===== src/rtl/risc_pkg.sv =====
// risc_pkg: shared enums for the data-memory path and its arbiter
package risc_pkg;

   typedef enum logic [1:0] {
      DMEM_BYTE = 2'd0,
      DMEM_HALF = 2'd1,
      DMEM_WORD = 2'd2
   } op_enum_dmem_size;

   typedef enum logic [1:0] {
      ARB_IDLE = 2'd0,
      ARB_OWN0 = 2'd1,
      ARB_OWN1 = 2'd2
   } op_enum_arb_state;

   function automatic op_enum_arb_state own_state(input logic port);
      return port ? ARB_OWN1 : ARB_OWN0;
   endfunction

endpackage


===== src/rtl/dmem_arbiter.sv =====
// dmem_arbiter: round-robin, burst-limited sharing of the data RAM between core and loader
module dmem_arbiter
   import risc_pkg::*;
#(
   parameter int ADDR_WIDTH = 16,
   parameter int MAX_BURST  = 8
) (
   input  logic                  clk,
   input  logic                  res_n,
   input  logic                  req0,
   input  logic                  req1,
   input  logic                  wr0,
   input  logic                  wr1,
   input  logic [ADDR_WIDTH-1:0] addr0,
   input  logic [ADDR_WIDTH-1:0] addr1,
   input  op_enum_dmem_size      size0,
   input  op_enum_dmem_size      size1,
   input  logic                  zero_ex0,
   input  logic                  zero_ex1,
   input  logic [31:0]           wr_data0,
   input  logic [31:0]           wr_data1,
   output logic                  gnt0,
   output logic                  gnt1,
   output logic                  rvalid0,
   output logic                  rvalid1,
   output logic [31:0]           rd_data,
   output logic                  mem_req,
   output logic                  mem_wen,
   output logic [ADDR_WIDTH-1:0] mem_addr,
   output op_enum_dmem_size      mem_size,
   output logic                  mem_zero_ex,
   output logic [31:0]           mem_wr_data,
   input  logic [31:0]           mem_rd_data
);

   localparam int BW = $clog2(MAX_BURST + 1);

   op_enum_arb_state owner;
   logic             last;
   logic [BW-1:0]    beats;
   logic             sel1;
   logic             cur_req;
   logic             oth_req;
   logic             burst_end;
   logic [BW-1:0]    beats_inc;

   assign sel1    = owner == ARB_OWN1;
   assign cur_req = sel1 ? req1 : req0;
   assign oth_req = sel1 ? req0 : req1;
   assign gnt0    = owner == ARB_OWN0 && req0;
   assign gnt1    = sel1 && req1;

   // A saturated count still forces a handover so a late requester cannot starve
   assign burst_end = (BW+1)'(beats) + 1'b1 >= (BW+1)'(MAX_BURST);
   assign beats_inc = beats == BW'(MAX_BURST) ? beats : beats + 1'b1;

   assign mem_req     = gnt0 | gnt1;
   assign mem_wen     = (gnt0 & wr0) | (gnt1 & wr1);
   assign mem_addr    = sel1 ? addr1 : addr0;
   assign mem_size    = sel1 ? size1 : size0;
   assign mem_zero_ex = sel1 ? zero_ex1 : zero_ex0;
   assign mem_wr_data = sel1 ? wr_data1 : wr_data0;

   // Ownership FSM: tie-break on last owner, hand over on release or burst limit
   always_ff @(posedge clk or negedge res_n) begin
      if (!res_n) begin
         owner <= ARB_IDLE;
         last  <= 1'b1;
         beats <= '0;
      end else begin
         case (owner)
            ARB_IDLE: begin
               beats <= '0;
               if (req0 && (!req1 || last)) owner <= ARB_OWN0;
               else if (req1) owner <= ARB_OWN1;
            end
            ARB_OWN0, ARB_OWN1: begin
               if (!cur_req) begin
                  owner <= oth_req ? own_state(!sel1) : ARB_IDLE;
                  last  <= sel1;
                  beats <= '0;
               end else if (oth_req && burst_end) begin
                  owner <= own_state(!sel1);
                  last  <= sel1;
                  beats <= '0;
               end else begin
                  beats <= beats_inc;
               end
            end
            default: owner <= ARB_IDLE;
         endcase
      end
   end

   // Load response: capture RAM data on a granted load and flag the owning port next cycle
   always_ff @(posedge clk or negedge res_n) begin
      if (!res_n) begin
         rvalid0 <= 1'b0;
         rvalid1 <= 1'b0;
         rd_data <= '0;
      end else begin
         rvalid0 <= gnt0 & ~wr0;
         rvalid1 <= gnt1 & ~wr1;
         if ((gnt0 & ~wr0) | (gnt1 & ~wr1)) rd_data <= mem_rd_data;
      end
   end

endmodule


===== config.mk =====
export PLATFORM = sky130hd
export DESIGN_NAME = dmem_arbiter
export DESIGN_NICKNAME = d
export VERILOG_FILES = /design/src/rtl/risc_pkg.sv /design/src/rtl/dmem_arbiter.sv
export SDC_FILE = /design/constraint.sdc
export NUM_CORES = 1
export LEC_CHECK = 0
export ABC_AREA = 1
export BUFFER_PORTS_ARGS = -buffer_cell sky130_fd_sc_hd__buf_4
export CORE_AREA = 2 2 89 91
export DETAILED_ROUTE_END_ITERATION = 16
export DIE_AREA = 0 0 91 93
export GPL_TIMING_DRIVEN = 0
export PLACE_DENSITY = 0.72
export REMOVE_ABC_BUFFERS = 1
export SYNTH_ARGS = -nofsm -noshare
export SYNTH_HDL_FRONTEND = slang
export SYNTH_SLANG_ARGS = --single-unit

===== constraint.sdc =====
create_clock -name clk -period 2.4 [get_ports clk]
set_clock_uncertainty 0.1 [all_clocks]
set_input_delay 0.12 -clock clk [delete_from_list [all_inputs] [get_ports clk]]
set_output_delay 0.12 -clock clk [all_outputs]
set_load 0.01 [all_outputs]

==> results of run 1 <==
-- power by group --
part	switching [uW]	internal (uW)	leakage [uW]	total, uW
clock network	207	302	0.0000540	509
registers	201	1010	0.000498	1210
logic	1570	1570	0.00207	3140
total	1980	2880	0.00262	4850
-- kinds of logic after synthesis --
logic type / count (synthesis) / share of synthesized area [%]
simple gates: 201 / 31.8
flops: 41 / 41.2
mux: 32 / 14.5
buf+inv: 27 / 5.57
compound gates: 13 / 3.52
fa+ha+maj: 6 / 3.01
xor+xnor: 1 / 0.352
-- registers in the layout (all words and copies together) (netlist names) --
register	flops
beats	4
last	1
owner	2
rd_data	32
rvalid0	1
rvalid1	1
-- per-layer routing --
layer | up-vias | track usage [%] | share of wire, % | wire length (um)
li1 | 1535 | - | - | -
met1 | 1404 | 26.1 | 36 | 3660
met2 | 157 | 44.1 | 52 | 5190
met3 | 16 | 7.09 | 10 | 1020
met4 | 0 | 6.06 | 2.0 | 197
met5 | - | 0 | 0 | 0
-- cells in the mapped netlist --
master,n
a21oi_1,2
a22o_1,1
and2_1,1
buf_4,2
buf_6,4
clkbuf_1,10
clkinv_1,1
dfrtp_1,40
dfstp_2,1
ha_1,6
inv_1,9
inv_2,1
mux2_1,2
mux2_2,30
nand2_1,178
nand2_2,2
nand3_1,7
nand3_2,1
nand4_1,5
nor2_1,6
nor3b_1,1
o21ai_0,6
o21ai_1,2
o21ai_2,1
o22ai_4,1
xor2_1,1
-- final cells by class --
| cell class | count | area [sq um] |
|---|---|---|
| fillers | 611 | 2740 |
| repair buffers | 267 | 2120 |
| multi-input cells | 254 | 1360 |
| flip-flops and latches | 41 | 1030 |
| well taps | 102 | 128 |
| clock buffers | 5 | 68.8 |
| inverters | 11 | 53.8 |
| clock inverters | 2 | 35.0 |
-- critical path: stages, from the launching register on --
cell	delay, ns
dfrtp_1	0.42
inv_1	0.14
ha_4	0.35
nand2_2	0.22
o22ai_4	0.17
buf_4	0.21
mux2_2	0.35
-- final timing paths --
check | from | to | slack [ns] | cells past startpoint
max in group asynchronous | res_n | last | 1.59 | 2
min in group asynchronous | res_n | rd_data[10] | 0.24 | 2
worst min register to register | last | last | 0.40 | 2
worst min-delay path | req1 | rvalid1 | 0.16 | 3
worst max-delay path | owner[0] | rd_data[1] | 0.33 | 6
worst max register to register | owner[0] | rd_data[1] | 0.33 | 6
-- timing repair --
action	4_1_cts	5_1_grt
setup buffers	3	0
setup endpoints to repair	85	58
cloned	1	0
resized for setup	4	1
hold buffers	35	0
pin swaps	2	0
hold endpoints to repair	74	0
-- per-stage QoR --
step / TNS (ns) / setup WS [ns]
after detailed placement: -40.87 / -0.760
final: 0 / 0.325
after floorplan: -70.26 / -1.09
after global routing: 0 / 0.146
after CTS: 0 / 0.0579
after global placement: -167.00 / -2.29
==> results.txt, run 1 <==
status - finished, final reports clean
CTS max path bufs - 2
CP max FO - 20
num ports - 229
crit path launch type - flop
routed len/inst - 14.8 um
global-route wire length before repair - 15800 um
Pre-antenna DRT Iters - 4
HPWL Detailed - 7130 um
Reg clk slew, reported paths - 0.07 ns
cell row count - 32
area grow syn2layout - 92.2%
Design Power - 4850 uW
Slew HR - 66.6%
CP endpoint kind - flop
Layout Nets - 726
commonest non-fill, non-tap cell in the layout - buf_4
initial antenna violation count - 0
Placed Instance Area - 4260 sq um
worst skew pair latency - 0.28 ns
initial cell density of the core - 33.1%
Syn Inst Count - 321
DRC - 0
Finished Core Util - 63.6%
Die X - 91 um
leading post-synthesis cells by cell area - dfrtp_1 40%, nand2_1 27%, mux2_2 14%
Max Slew Vio Count - 0
antenna cells - 0
clock root buffer - clkbuf_8
Worst-Margin Slew - 0.501 ns
Yosys cell types - 26
grt total ovfl - 0
most frequent cells in the layout - 230 x buf_4, 178 x nand2_1, 40 x dfrtp_1
Period Utilization, post-route - 86.5%
GP Congestion - 0.813
clk sinks - 41
vias in the first global route - 3087
Post-DRT Antenna Nets - 0
Required @ worst endpoint - 2.46 ns
HP Class - input pin to flop
synthesized area - 2490 sq um
worst hold slack - 0.157 ns
TritonCTS buffer count - 5
VDD IR-drop max - 0.448 mV
WS Path Type - flop to flop
Tmin final - 2.07 ns
Seq/Total Area, Yosys - 41.2%
gr usage total - 23.6%
port bufs - 228
CTS tree - yes
yosys warns - 0
Die ar. - 8460 sq um
vias - 3112
maximum clock rate - 0.482 GHz
core box area - 7530 sq um
fraction of layout cells with a size suffix above 1 - 48.1%
Setup Viol. Count Final - 0
H-tree levels - 2
largest net degree at the start of global routing - 54
RSZ-0062 raised after global routing - false
Inst Count DP - 636
area fraction of the dominant cell type after synthesis - 40.2%
Via-to-Cell Ratio - 4.56
Routed WL - 10100 um
Yosys reg bits - 41
Synth area leader - dfrtp_1
WP data arrival - 2.14 ns
Layout Cells excl Fill - 682
initial drt markers - 158
Max-Cap Viols - 0
power density cells - 1010 nW/um^2
final hold vios - 0
die extent in y - 93 um
leakage power - 0.00262 uW
fin area - 4790 sq um
Avg Cell Area, Syn - 7.76 sq um
Note: power is estimated with default switching activity, not from simulation.
==> run 2, diff against run 1 <==
Settings changed: ABC_AREA 1 to 0, CELL_PAD_IN_SITES_DETAIL_PLACEMENT set to 0, CELL_PAD_IN_SITES_GLOBAL_PLACEMENT set to 2, CORE_AREA 2 2 89 91 to not set, CORE_UTILIZATION set to 21, DIE_AREA 0 0 91 93 to not set, PLACE_DENSITY 0.72 to 0.79.
==> run 2 against run 1 <==
  * Sequential power barely moved
  * Largest power group unchanged
  * Critical path depth fell by 1
  * Sequential share of layout area fell by 1.2 points
  * Final cell count fell by 7.9%
  * Fmax fell by 7.0%
==> results.txt, run 2 <==
status - finished, final reports clean
Required @ worst endpoint - 2.18 ns
grt total ovfl - 0
gr usage total - 14.3%
largest family of logic cells by synthesized area - multiplexers
Compound-Gate Fraction of Synth Area - 7.48%
CTS max path bufs - 2
largest net degree at the start of global routing - 42
max reg flops - 32
most frequent cell after synthesis - mux2_2
Simple-Gate Fraction of Synth Area - 4.83%
initial antenna violation count - 1
Tmin final - 2.23 ns
area fraction of the dominant cell type after synthesis - 37.9%
fraction of layout cells with a size suffix above 1 - 72.8%
most frequent cells in the layout - 229 x buf_4, 53 x mux2_2, 40 x dfrtp_1
WS Path Type - flop to output pin
Die X - 114 um
Placed Instance Area - 4500 sq um
routed len/inst - 15.2 um
H-tree levels - 2
CP max FO - 41
initial drt markers - 86
Via-to-Cell Ratio - 4.14
vias - 2598
global-route wire length before repair - 14000 um
Synth Area in Adders - 2.84%
RSZ-0062 raised after global routing - false
Period Utilization, post-route - 93.0%
setup tns final - 0 ns
yosys warns - 0
num ports - 229
cell row count - 40
Syn Inst Count - 195
leading post-synthesis cells by cell area - dfrtp_1 38%, mux2_2 23%, mux2_4 18%
Pre-antenna DRT Iters - 4
EDFF count, synth - 0
GP Congestion - 0.817
power density cells - 969 nW/um^2
TritonCTS buffer count - 5
WP data arrival - 2.01 ns
Slew HR - 65.1%
Synth Area in XOR/XNOR - 0%
Post-DRT Antenna Nets - 0
leakage power - 0.00249 uW
Setup Viol. Count Final - 0
area grow syn2layout - 91.8%
Async SR Flop Fraction - 100%
port bufs - 228
Finished Core Util - 41.8%
clk sinks - 41
CTS tree - yes
Yosys reg bits - 41
Yosys cell types - 40
Top Registers - rd_data: 32 flops, beats: 4 flops, owner: 2 flops
post-synthesis mux area share - 40.6%
Synth area leader - dfrtp_1
HPWL Detailed - 7590 um
Worst-Margin Slew - 0.523 ns
Die ar. - 13000 sq um
VDD IR-drop max - 0.311 mV
Reg clk slew, reported paths - 0.06 ns
maximum clock rate - 0.448 GHz
crit path launch type - flop
Seq/Total Area, Yosys - 38.9%
Largest Register - rd_data
initial cell density of the core - 21.8%
worst skew pair latency - 0.28 ns
commonest non-fill, non-tap cell in the layout - buf_4
final hold vios - 0
clock root buffer - clkbuf_16
Layout Nets - 604
fin area - 5070 sq um
HP Class - input pin to flop
Avg Cell Area, Syn - 13.5 sq um
Max-Cap Viols - 0
die extent in y - 114 um
synthesized area - 2640 sq um
vias in the first global route - 2744
Main synth FF type - dfrtp_1
Max Slew Vio Count - 0
most frequent cells after synthesis - 53 x mux2_2, 40 x dfrtp_1, 31 x mux2_4
Routed WL - 9560 um
CP endpoint kind - output pin
DRC - 0
core box area - 12100 sq um
[run 2: cell types whose count changed in the layout (fill, tap and decap cells not counted), moves of 4 or more]
cell       previous run  this run
nand4_1               5         1
clkbuf_8              5         0
nand2_1             178         4
nand3_1               7         3
mux2_4                0        31
o21ai_0               6         2
clkbuf_16             0         5
mux2_2               30        53
[run 2: through the flow]
stage,power [uW],hold WS [ns],cells,worst slack (ns)
6_report,4910,0.0417,628,0.169
5_1_grt,5210,0.0597,628,0.0682
4_1_cts,4970,0.0347,627,0.130
3_5_place_dp,3990,0.0375,583,-0.207
3_3_place_gp,3980,0.0380,581,-2.04
2_1_floorplan,2730,-0.276,185,-1.25
[run 2: power by group]
group          switching (uW)  internal, uW  leakage, uW  total, uW
clock network             278           599    0.0000944        878
logic                    1110          1710      0.00190       2830
registers                 194          1010     0.000499       1210
[run 2: worst paths after layout]
path	depth (start not counted)	endpoint	slack (ns)	from
max in group asynchronous	2	last	1.57	res_n
worst min register to register	1	rd_data[0]	0.41	rd_data[0]
min in group asynchronous	2	rd_data[20]	0.25	res_n
worst max-delay path	5	mem_wr_data[7]	0.17	owner[0]
worst max register to register	6	rd_data[3]	0.38	owner[0]
worst min-delay path	3	last	0.04	req0
[run 2: cell type report]
| type | instances | area, sq um |
|---|---|---|
| multi-input combinational | 134 | 1490 |
| tap | 168 | 210 |
| fill | 1173 | 7050 |
| sequential | 41 | 1030 |
| clock buffer | 5 | 125 |
| timing repair buffer | 266 | 2110 |
| inverter | 10 | 37.5 |
| antenna | 1 | 2.50 |
| clock inverter | 3 | 68.8 |
[run 2: repair_timing]
| action | CTS | global route |
|---|---|---|
| endpoints found under the hold margin | 74 | 0 |
| hold buffers | 35 | 0 |
| buffers inserted | 1 | 0 |
| resized for setup | 1 | 0 |
| setup endpoints to repair | 23 | 0 |
[run 2: critical path: stages (launching register included)]
cell and delay (ns):
dfrtp_1 0.40, inv_1 0.15, ha_4 0.32, buf_12 0.26, mux2_2 0.41, buf_4 0.16
[run 2: cells by family (layout without fill, tap and decap cells)]
group | count (synthesis) | after routing
buffers and inverters | 20 | 284
and+or+nand+nor | 21 | 21
other | 0 | 1
adders and majority gates | 6 | 6
AOI/OAI and AO/OA | 22 | 22
muxes | 85 | 85
DFF | 41 | 41
[run 2: layer usage]
metal  wire (um)  share of wire (%)  vias to the layer above  track usage, %
met1        3280                 34                     1196            14.0
li1            -                  -                     1238               -
met3         715                7.5                       14            3.44
met5           0                  0                        -               0
met2        5300                 55                      150            28.4
met4         268                2.8                        0            6.06
